### src/rtl/pipe_stage_pkg.sv
// Shared state encoding and default bubble control value for the pipeline stage register.
package pipe_stage_pkg;

  typedef enum logic [1:0] {
    ST_EMPTY = 2'd0,
    ST_MAIN  = 2'd1,
    ST_SKID  = 2'd2
  } state_e;

  localparam int unsigned CTRL_BUBBLE_DEFAULT = 1;

endpackage

### src/rtl/pipe_entry_reg.sv
// One pipeline payload entry with load enable and synchronous clear-to-bubble.
module pipe_entry_reg
  import pipe_stage_pkg::*;
#(
  parameter int unsigned       DATA_W      = 32,
  parameter int unsigned       CTRL_W      = 2,
  parameter int unsigned       DST_W       = 5,
  parameter logic [CTRL_W-1:0] CTRL_BUBBLE = CTRL_W'(CTRL_BUBBLE_DEFAULT)
) (
  input  logic              clk,
  input  logic              clear,
  input  logic              load,
  input  logic [DATA_W-1:0] data_d,
  input  logic [DATA_W-1:0] alu_d,
  input  logic [CTRL_W-1:0] control_d,
  input  logic [DST_W-1:0]  regdst_d,
  output logic [DATA_W-1:0] data_q,
  output logic [DATA_W-1:0] alu_q,
  output logic [CTRL_W-1:0] control_q,
  output logic [DST_W-1:0]  regdst_q
);

  // Clear wins over load so a flush in the same cycle discards the incoming entry.
  always_ff @(posedge clk) begin
    if (clear) begin
      data_q    <= '0;
      alu_q     <= '0;
      control_q <= CTRL_BUBBLE;
      regdst_q  <= '0;
    end else if (load) begin
      data_q    <= data_d;
      alu_q     <= alu_d;
      control_q <= control_d;
      regdst_q  <= regdst_d;
    end
  end

endmodule

### src/rtl/pipe_stage_skid_reg.sv
// Pipeline stage register with valid/ready handshake and a one-entry skid buffer.
// Optional stall counter output enabled by defining PIPE_STAGE_PERF_EN.
module pipe_stage_skid_reg
  import pipe_stage_pkg::*;
#(
  parameter int unsigned       DATA_W      = 32,
  parameter int unsigned       CTRL_W      = 2,
  parameter int unsigned       DST_W       = 5,
  parameter logic [CTRL_W-1:0] CTRL_BUBBLE = CTRL_W'(CTRL_BUBBLE_DEFAULT),
  parameter int unsigned       CNT_W       = 16
) (
  input  logic              clk,
  input  logic              reset,
  input  logic              mem_flush,
  input  logic              in_valid,
  output logic              in_ready,
  input  logic [DATA_W-1:0] data_in,
  input  logic [DATA_W-1:0] alu_in,
  input  logic [CTRL_W-1:0] control_in,
  input  logic [DST_W-1:0]  regdst_in,
  output logic              out_valid,
  input  logic              out_ready,
  output logic [DATA_W-1:0] data_out,
  output logic [DATA_W-1:0] alu_out,
  output logic [CTRL_W-1:0] control_out,
  output logic [DST_W-1:0]  regdst_out
`ifdef PIPE_STAGE_PERF_EN
  ,
  output logic [CNT_W-1:0]  stall_cnt
`endif
);

  state_e state_q, state_d;

  logic acc, drn, kill;
  logic out_load, out_from_skid, out_bubble, skid_load;

  logic [DATA_W-1:0] skid_data, skid_alu;
  logic [CTRL_W-1:0] skid_control;
  logic [DST_W-1:0]  skid_regdst;

  assign acc       = in_valid & in_ready;
  assign drn       = out_valid & out_ready;
  assign kill      = ~reset | mem_flush;
  assign out_valid = (state_q != ST_EMPTY);

  always_comb begin
    state_d       = state_q;
    out_load      = 1'b0;
    out_from_skid = 1'b0;
    out_bubble    = 1'b0;
    skid_load     = 1'b0;
    unique case (state_q)
      ST_EMPTY: begin
        if (acc) begin
          out_load = 1'b1;
          state_d  = ST_MAIN;
        end
      end
      ST_MAIN: begin
        if (acc && drn) begin
          out_load = 1'b1;
        end else if (acc) begin
          skid_load = 1'b1;
          state_d   = ST_SKID;
        end else if (drn) begin
          out_bubble = 1'b1;
          state_d    = ST_EMPTY;
        end
      end
      ST_SKID: begin
        if (drn) begin
          out_load      = 1'b1;
          out_from_skid = 1'b1;
          state_d       = ST_MAIN;
        end
      end
      default: state_d = ST_EMPTY;
    endcase
  end

  // in_ready is registered from the next state so upstream sees a flop output.
  always_ff @(posedge clk) begin
    if (kill) begin
      state_q  <= ST_EMPTY;
      in_ready <= 1'b1;
    end else begin
      state_q  <= state_d;
      in_ready <= (state_d != ST_SKID);
    end
  end

  pipe_entry_reg #(
    .DATA_W      (DATA_W),
    .CTRL_W      (CTRL_W),
    .DST_W       (DST_W),
    .CTRL_BUBBLE (CTRL_BUBBLE)
  ) u_out_entry (
    .clk       (clk),
    .clear     (kill | out_bubble),
    .load      (out_load),
    .data_d    (out_from_skid ? skid_data    : data_in),
    .alu_d     (out_from_skid ? skid_alu     : alu_in),
    .control_d (out_from_skid ? skid_control : control_in),
    .regdst_d  (out_from_skid ? skid_regdst  : regdst_in),
    .data_q    (data_out),
    .alu_q     (alu_out),
    .control_q (control_out),
    .regdst_q  (regdst_out)
  );

  pipe_entry_reg #(
    .DATA_W      (DATA_W),
    .CTRL_W      (CTRL_W),
    .DST_W       (DST_W),
    .CTRL_BUBBLE (CTRL_BUBBLE)
  ) u_skid_entry (
    .clk       (clk),
    .clear     (kill),
    .load      (skid_load),
    .data_d    (data_in),
    .alu_d     (alu_in),
    .control_d (control_in),
    .regdst_d  (regdst_in),
    .data_q    (skid_data),
    .alu_q     (skid_alu),
    .control_q (skid_control),
    .regdst_q  (skid_regdst)
  );

`ifdef PIPE_STAGE_PERF_EN
  // Saturating count of cycles the downstream stage back-pressures a valid entry.
  always_ff @(posedge clk) begin
    if (!reset) begin
      stall_cnt <= '0;
    end else if (out_valid && !out_ready && (stall_cnt != '1)) begin
      stall_cnt <= stall_cnt + 1'b1;
    end
  end
`else
`endif

endmodule
### config.mk
export PLATFORM = sky130hd
export DESIGN_NAME = pipe_stage_skid_reg
export DESIGN_NICKNAME = d
export VERILOG_FILES = /design/src/rtl/pipe_stage_pkg.sv /design/src/rtl/pipe_entry_reg.sv /design/src/rtl/pipe_stage_skid_reg.sv
export SDC_FILE = /design/constraint.sdc
export NUM_CORES = 1
export LEC_CHECK = 0
export BUFFER_PORTS_ARGS = -buffer_cell sky130_fd_sc_hd__buf_4
export CORE_MARGIN = 2
export CORE_UTILIZATION = 35
export CTS_CLUSTER_DIAMETER = 60
export DETAILED_ROUTE_END_ITERATION = 6
export GPL_TIMING_DRIVEN = 0
export PLACE_DENSITY_LB_ADDON = 0.05
export SYNTH_ARGS = -nofsm -noshare
export SYNTH_HDL_FRONTEND = slang
export SYNTH_SLANG_ARGS = --single-unit
### constraint.sdc
create_clock -name clk -period 3.03 [get_ports clk]
set_input_delay 0.4545 -clock clk [delete_from_list [all_inputs] [get_ports clk]]
set_output_delay 0.4545 -clock clk [all_outputs]
set_load 0.03 [all_outputs]
== Yosys cells after proc, flatten, opt, wreduce, memory -nomap -nowiden ==
Cells that the tools add are included.

* Input bits: 76
* Output and inout port bits: 73
* Bits in registers: 145
* Word-level logic and storage cells: 41

* Equal/unequal tests: 3
* Reductions and logical operators: 3
* Bitwise gates (word level): 5
* Multiplexer cells: 20

{| class="wikitable"
|+ Operators with widths
! operator !! number
|-
| 2-to-1 mux 32 bit || 2
|-
| 2-to-1 mux 2 bit || 6
|-
| 2-to-1 mux 1 bit || 9
|-
| one-hot mux 2 bit (3 select lines) || 1
|-
| 2-to-1 mux 5 bit || 1
|-
| one-hot mux 1 bit (3 select lines) || 1
|-
| AND 1 bit || 2
|-
| equality test 2 x 1 -> 1 bit, second input constant || 1
|-
| equality test 2 bit, second input constant || 1
|-
| logical NOT 2 bit || 1
|-
| != test 2 bit, second input constant || 1
|-
| bitwise OR 1 bit || 2
|-
| nonzero test 2 bit || 1
|-
| logical AND 1 bit || 1
|-
| inverter 1 bit || 1
|}

== Depth between registers and ports, before layout ==
* Depth after elaboration: 7
* Gate-level depth with buffers: 8

== Modules after synthesis ==
From an unflattened synthesis, not the netlist that was laid out.

* Cells, all modules: 559
* Area, all modules: 6486.2 µm²

{| class="wikitable"
|+ Modules (own cells, without submodules)
! module !! sequential area each (µm²) !! times used !! area each (µm²) !! cells each
|-
| pipe_entry_reg || 1421.4 || 2 || 2548.7 || 229
|-
| pipe_stage_skid_reg || 60.1 || 1 || 1388.8 || 101
|}

== Least setup slack after synthesis ==
Ideal clock, no wire load.

* Path kind: register -> register
* From: register in_ready
* To: register u_skid_entry.alu_q[0]
* Data arrival time: 1.606 ns
* Path buffers: 2
* Period minus slack after synthesis: 1.738 ns
* Setup time: 0.132 ns
* Stages on the path, launching flop included: 7
* Data required time: 2.898 ns
* Setup slack: 1.292 ns
* Cell sequence: dfxtp_1 nand2_2 or4b_1 clkbuf_1 buf_2 nand2_1 a21oi_1

* Cells in the longest elaborated chain, start to end: 4
* Elaborated cells between the ends (all ways): 5
* Those cells by class: mux: 3; bitwise: 1; reduce/logical: 1

{| class="wikitable"
|+ RTL lines
! element !! RTL line !! RTL
|-
| start, declared || pipe_stage_skid_reg.sv:16 || <nowiki>output logic in_ready,</nowiki>
|-
| start signal, assigned || pipe_stage_skid_reg.sv:89 || <nowiki>in_ready <= (state_d != ST_SKID);</nowiki>
|-
| AND 1 bit * || pipe_stage_skid_reg.sv:42 || <nowiki>assign acc = in_valid & in_ready;</nowiki>
|-
| 2-to-1 mux 1 bit or logical AND 1 bit (tied branches) || pipe_stage_skid_reg.sv:63, pipe_stage_skid_reg.sv:61 ||
|-
| 2-to-1 mux 1 bit * || pipe_stage_skid_reg.sv:61 || <nowiki>if (acc && drn) begin</nowiki>
|-
| 2-to-1 mux 1 bit * || pipe_stage_skid_reg.sv:53 || <nowiki>unique case (state_q)</nowiki>
|-
| end signal, assigned || pipe_entry_reg.sv:32 || <nowiki>alu_q <= alu_d;</nowiki>
|-
| end, declared || pipe_entry_reg.sv:18 || <nowiki>output logic [DATA_W-1:0] alu_q,</nowiki>
|}

Every way passes the cells marked *; elsewhere a longest branch is shown, timed or not.
A chain may end at the register's enable or synchronous reset.

== Worst setup path after layout ==
* From: register state_q[1]
* To: register u_out_entry.regdst_q[2]

* Cells in the longest elaborated chain, start to end: 7
* Elaborated cells between the ends (all ways): 15
* Those cells by class: eq/ne: 2; mux: 8; bitwise: 2; reduce/logical: 3

{| class="wikitable"
|+ RTL lines
! element !! RTL line !! RTL
|-
| start, declared || pipe_stage_skid_reg.sv:33 || <nowiki>state_e state_q, state_d;</nowiki>
|-
| start signal, assigned || pipe_stage_skid_reg.sv:88 || <nowiki>state_q <= state_d;</nowiki>
|-
| nonzero test 2 bit || pipe_stage_skid_reg.sv:45 || <nowiki>assign out_valid = (state_q != ST_EMPTY);</nowiki>
|-
| AND 1 bit || pipe_stage_skid_reg.sv:43 || <nowiki>assign drn = out_valid & out_ready;</nowiki>
|-
| 2-to-1 mux 1 bit || pipe_stage_skid_reg.sv:66, pipe_stage_skid_reg.sv:72 ||
|-
| 2-to-1 mux 1 bit || pipe_stage_skid_reg.sv:63 || <nowiki>end else if (acc) begin</nowiki>
|-
| 2-to-1 mux 1 bit || pipe_stage_skid_reg.sv:61 ||
|-
| 2-to-1 mux 1 bit || pipe_stage_skid_reg.sv:53 ||
|-
| bitwise OR 1 bit || pipe_stage_skid_reg.sv:100 || <nowiki>.clear (kill | out_bubble),</nowiki>
|-
| end signal, assigned || pipe_entry_reg.sv:34 || <nowiki>regdst_q <= regdst_d;</nowiki>
|-
| end, declared || pipe_entry_reg.sv:20 || <nowiki>output logic [DST_W-1:0] regdst_q</nowiki>
|}

Parallel ways exist; a longest one is shown, timed or not.

==> qor.yml <==
status: "complete, no violations"
die_h_um: 133.1
crit_arrival_ns: 2.26
synth_cells: 646
path_class: "flip-flop to flip-flop"
synth_warnings: 0
postCtsSetupBuffers: 0
wirelength_um: 15580
fin_ws_ns: 1.037
power_leakage_nw: 3.498
fin_util_pct: 47.28
reg2reg_slack_ns: 1.04
grt_pass1_wl_um: 24650
clk_latency_ns: 0.42
met2_usage_pct: 27.49
layout_min_cycle_time_ns: 1.993
finalHoldViolations: 0
num-fill-cells: 1637
grt.busiest_layer: "met2"
synth.area.top_cells: "dfxtp_1 50%, mux2i_1 12%, nand2_1 9.1%"
cts_buffers: 17
drv_slew: 0
cts_tree: "built"
dpl_worst_slack_ns: 0.7850
critPathRequiredTime_ns: 3.29
drcViolationCount: 0
ys_types: 29
synth-edff-count: 0
post_cts_resized: 0
die-area_sq_um: 17720
final-setup-viol-count: 0
relSlewSlack_pct: 49.59
crit_fanout: 10
dr.pass1.iters: 4
worst_setup_path_start_kind: "flip-flop"
vdd_ir_drop_max_mv: 0.3717
routedWlPerCell_um: 14.91
antenna-diode-count: 0
hold_start: "control_in[0]"
nets: 888
drive_gt1_share_pct: 28.24
antenna_found_initial: 0
synthToLayoutAreaGrowth_pct: 33.43
cts_hold_buffers: 0
vias: 5040
dp.cells: 1013
place.gp.congestion: 0.7374
rows: 47
ant_nets: 0
syn_area_sq_um: 5834
skew_ns: 0.007766
fp.dieW_um: 133.1
first_iter_violations: 216
portBuffers: 147
h-tree-depth: 4
root_buffer: "clkbuf_16"
async_flop_share_pct: 0
finalSetupTns_ns: 0
start_util_pct: 35.43
synth_top_cell_area_share_pct: 49.75
ys_seq_area_share_pct: 49.75
hp-class: "input pin to flip-flop"
cp-end-kind: "flip-flop"
synthesis.nets: 722
grtUsageMet3_pct: 3.919
startpoint: "state_q[1]$_SDFF_PP0_"
grt_pass1_vias: 4830
viasPerCell: 4.823
timing.fmax_mhz: 501.9
grt_use_met1_pct: 23.79
ys_seq_elements: 145
clockBufferDepth: 2
final-seq-area_sq_um: 2903
cts.clk_slew.worst_paths_ns: 0.06
fin_total_pwr_w: 0.004592
final_cells: 1045
synth_ff_type: "dfxtp_1"
p_per_area_nw_per_um2: 589.9
period_share_pct: 65.76
multiInputGateArea_sq_um: 2659
dp_hpwl_um: 11080
worst_slew_pin_slew_ns: 0.7561
grt_overflow: 0
yosys.area.top_type: "dfxtp_1"
track_usage_pct: 17.53
worstReg2RegStart: "state_q[1]$_SDFF_PP0_"
core-area_sq_um: 16470
numClockSinks: 145
syn_area_per_cell_sq_um: 9.031
maxCapViolCount: 0
grt_max_degree: 17
pin_count: 149
rsz0062_at_grt: "no"
## area by class of cell
cell class,count,share of cell area [%]
buffer,56,3.455
clock inverter,7,0.9804
tap,220,3.536
clock buffer,25,6.365
sequential,145,37.29
inverter,1,0.04822
multi-input combinational,444,34.15
timing repair buffer,147,14.18
## metal layers
layer | wire, um | vias up
met5 | 0 | -
met4 | 214 | 0
met3 | 693 | 16
met2 | 7076 | 121
met1 | 7593 | 2361
li1 | - | 2542
## kinds of logic (layout without fill, tap and decap cells)
kind of cell / Yosys count / after routing / share of synthesized area, %
AO/OA/AOI/OAI: 145 / 145 / 17.41
buffers and inverters: 57 / 236 / 4.675
flip-flops: 145 / 145 / 49.75
multiplexers: 73 / 73 / 12.55
AND/OR/NAND/NOR: 226 / 226 / 15.61
## cells in the final DEF (no fill, tap or decap), types with 2 or more instances in the layout
cell	n
a21oi_1	71
mux2i_1	72
nand2b_1	2
nand2_1	142
dfxtp_1	145
buf_2	29
buf_6	2
a211oi_2	20
buf_4	149
clkbuf_16	17
clkbuf_1	26
clkbuf_8	4
nor2_1	71
a211oi_1	50
nand3b_1	2
clkinvlp_4	5
## worst max-delay path, cell delays in order, from the launching register on
cell	delay, ns
dfxtp_1	0.29
buf_2	0.16
or2_4	0.25
o211ai_2	0.38
buf_4	0.31
buf_2	0.34
a211oi_2	0.11
## cell usage after synthesis (2+ instances only)
| cell | number |
|---|---|
| nand3b_1 | 2 |
| a21oi_1 | 71 |
| clkbuf_1 | 22 |
| a211oi_2 | 20 |
| dfxtp_1 | 145 |
| nand2b_1 | 2 |
| nor2_1 | 71 |
| a211oi_1 | 50 |
| mux2i_1 | 72 |
| buf_4 | 2 |
| nand2_1 | 142 |
| buf_2 | 29 |
| buf_6 | 2 |
## through the flow
step	hold WS, ns	cell area, sq um
detailed placement	0.4463	7213
floorplan	0.4338	5834
finish	0.2719	7785
global route	0.2803	7785
CTS	0.2544	7785
global placement	0.4407	7213
## flip-flops by register name, indices dropped and copies added, names as in the netlist, 5 cells and up
register               cells
u_out_entry.regdst_q       5
u_skid_entry.regdst_q      5
u_out_entry.alu_q         32
u_out_entry.data_q        32
u_skid_entry.alu_q        32
u_skid_entry.data_q       32
## path summary, 6_finish.rpt
path	to	cells past startpoint
worst max-delay path	u_out_entry.regdst_q[2]$_SDFFE_PP0P_	6
worst max register to register	u_out_entry.regdst_q[2]$_SDFFE_PP0P_	6
worst min-delay path	u_skid_entry.control_q[0]$_SDFFE_PP1P_	3
worst min register to register	u_skid_entry.alu_q[31]$_SDFFE_PP0P_	2
## where the power goes
part / leakage, nW / internal (W) / switching, W
sequential: 1.18 / 0.00197 / 0.0000331
clock: 0.262 / 0.00122 / 0.000811
combinational: 2.06 / 0.000222 / 0.000341
Power figures use the tool's default switching activity.
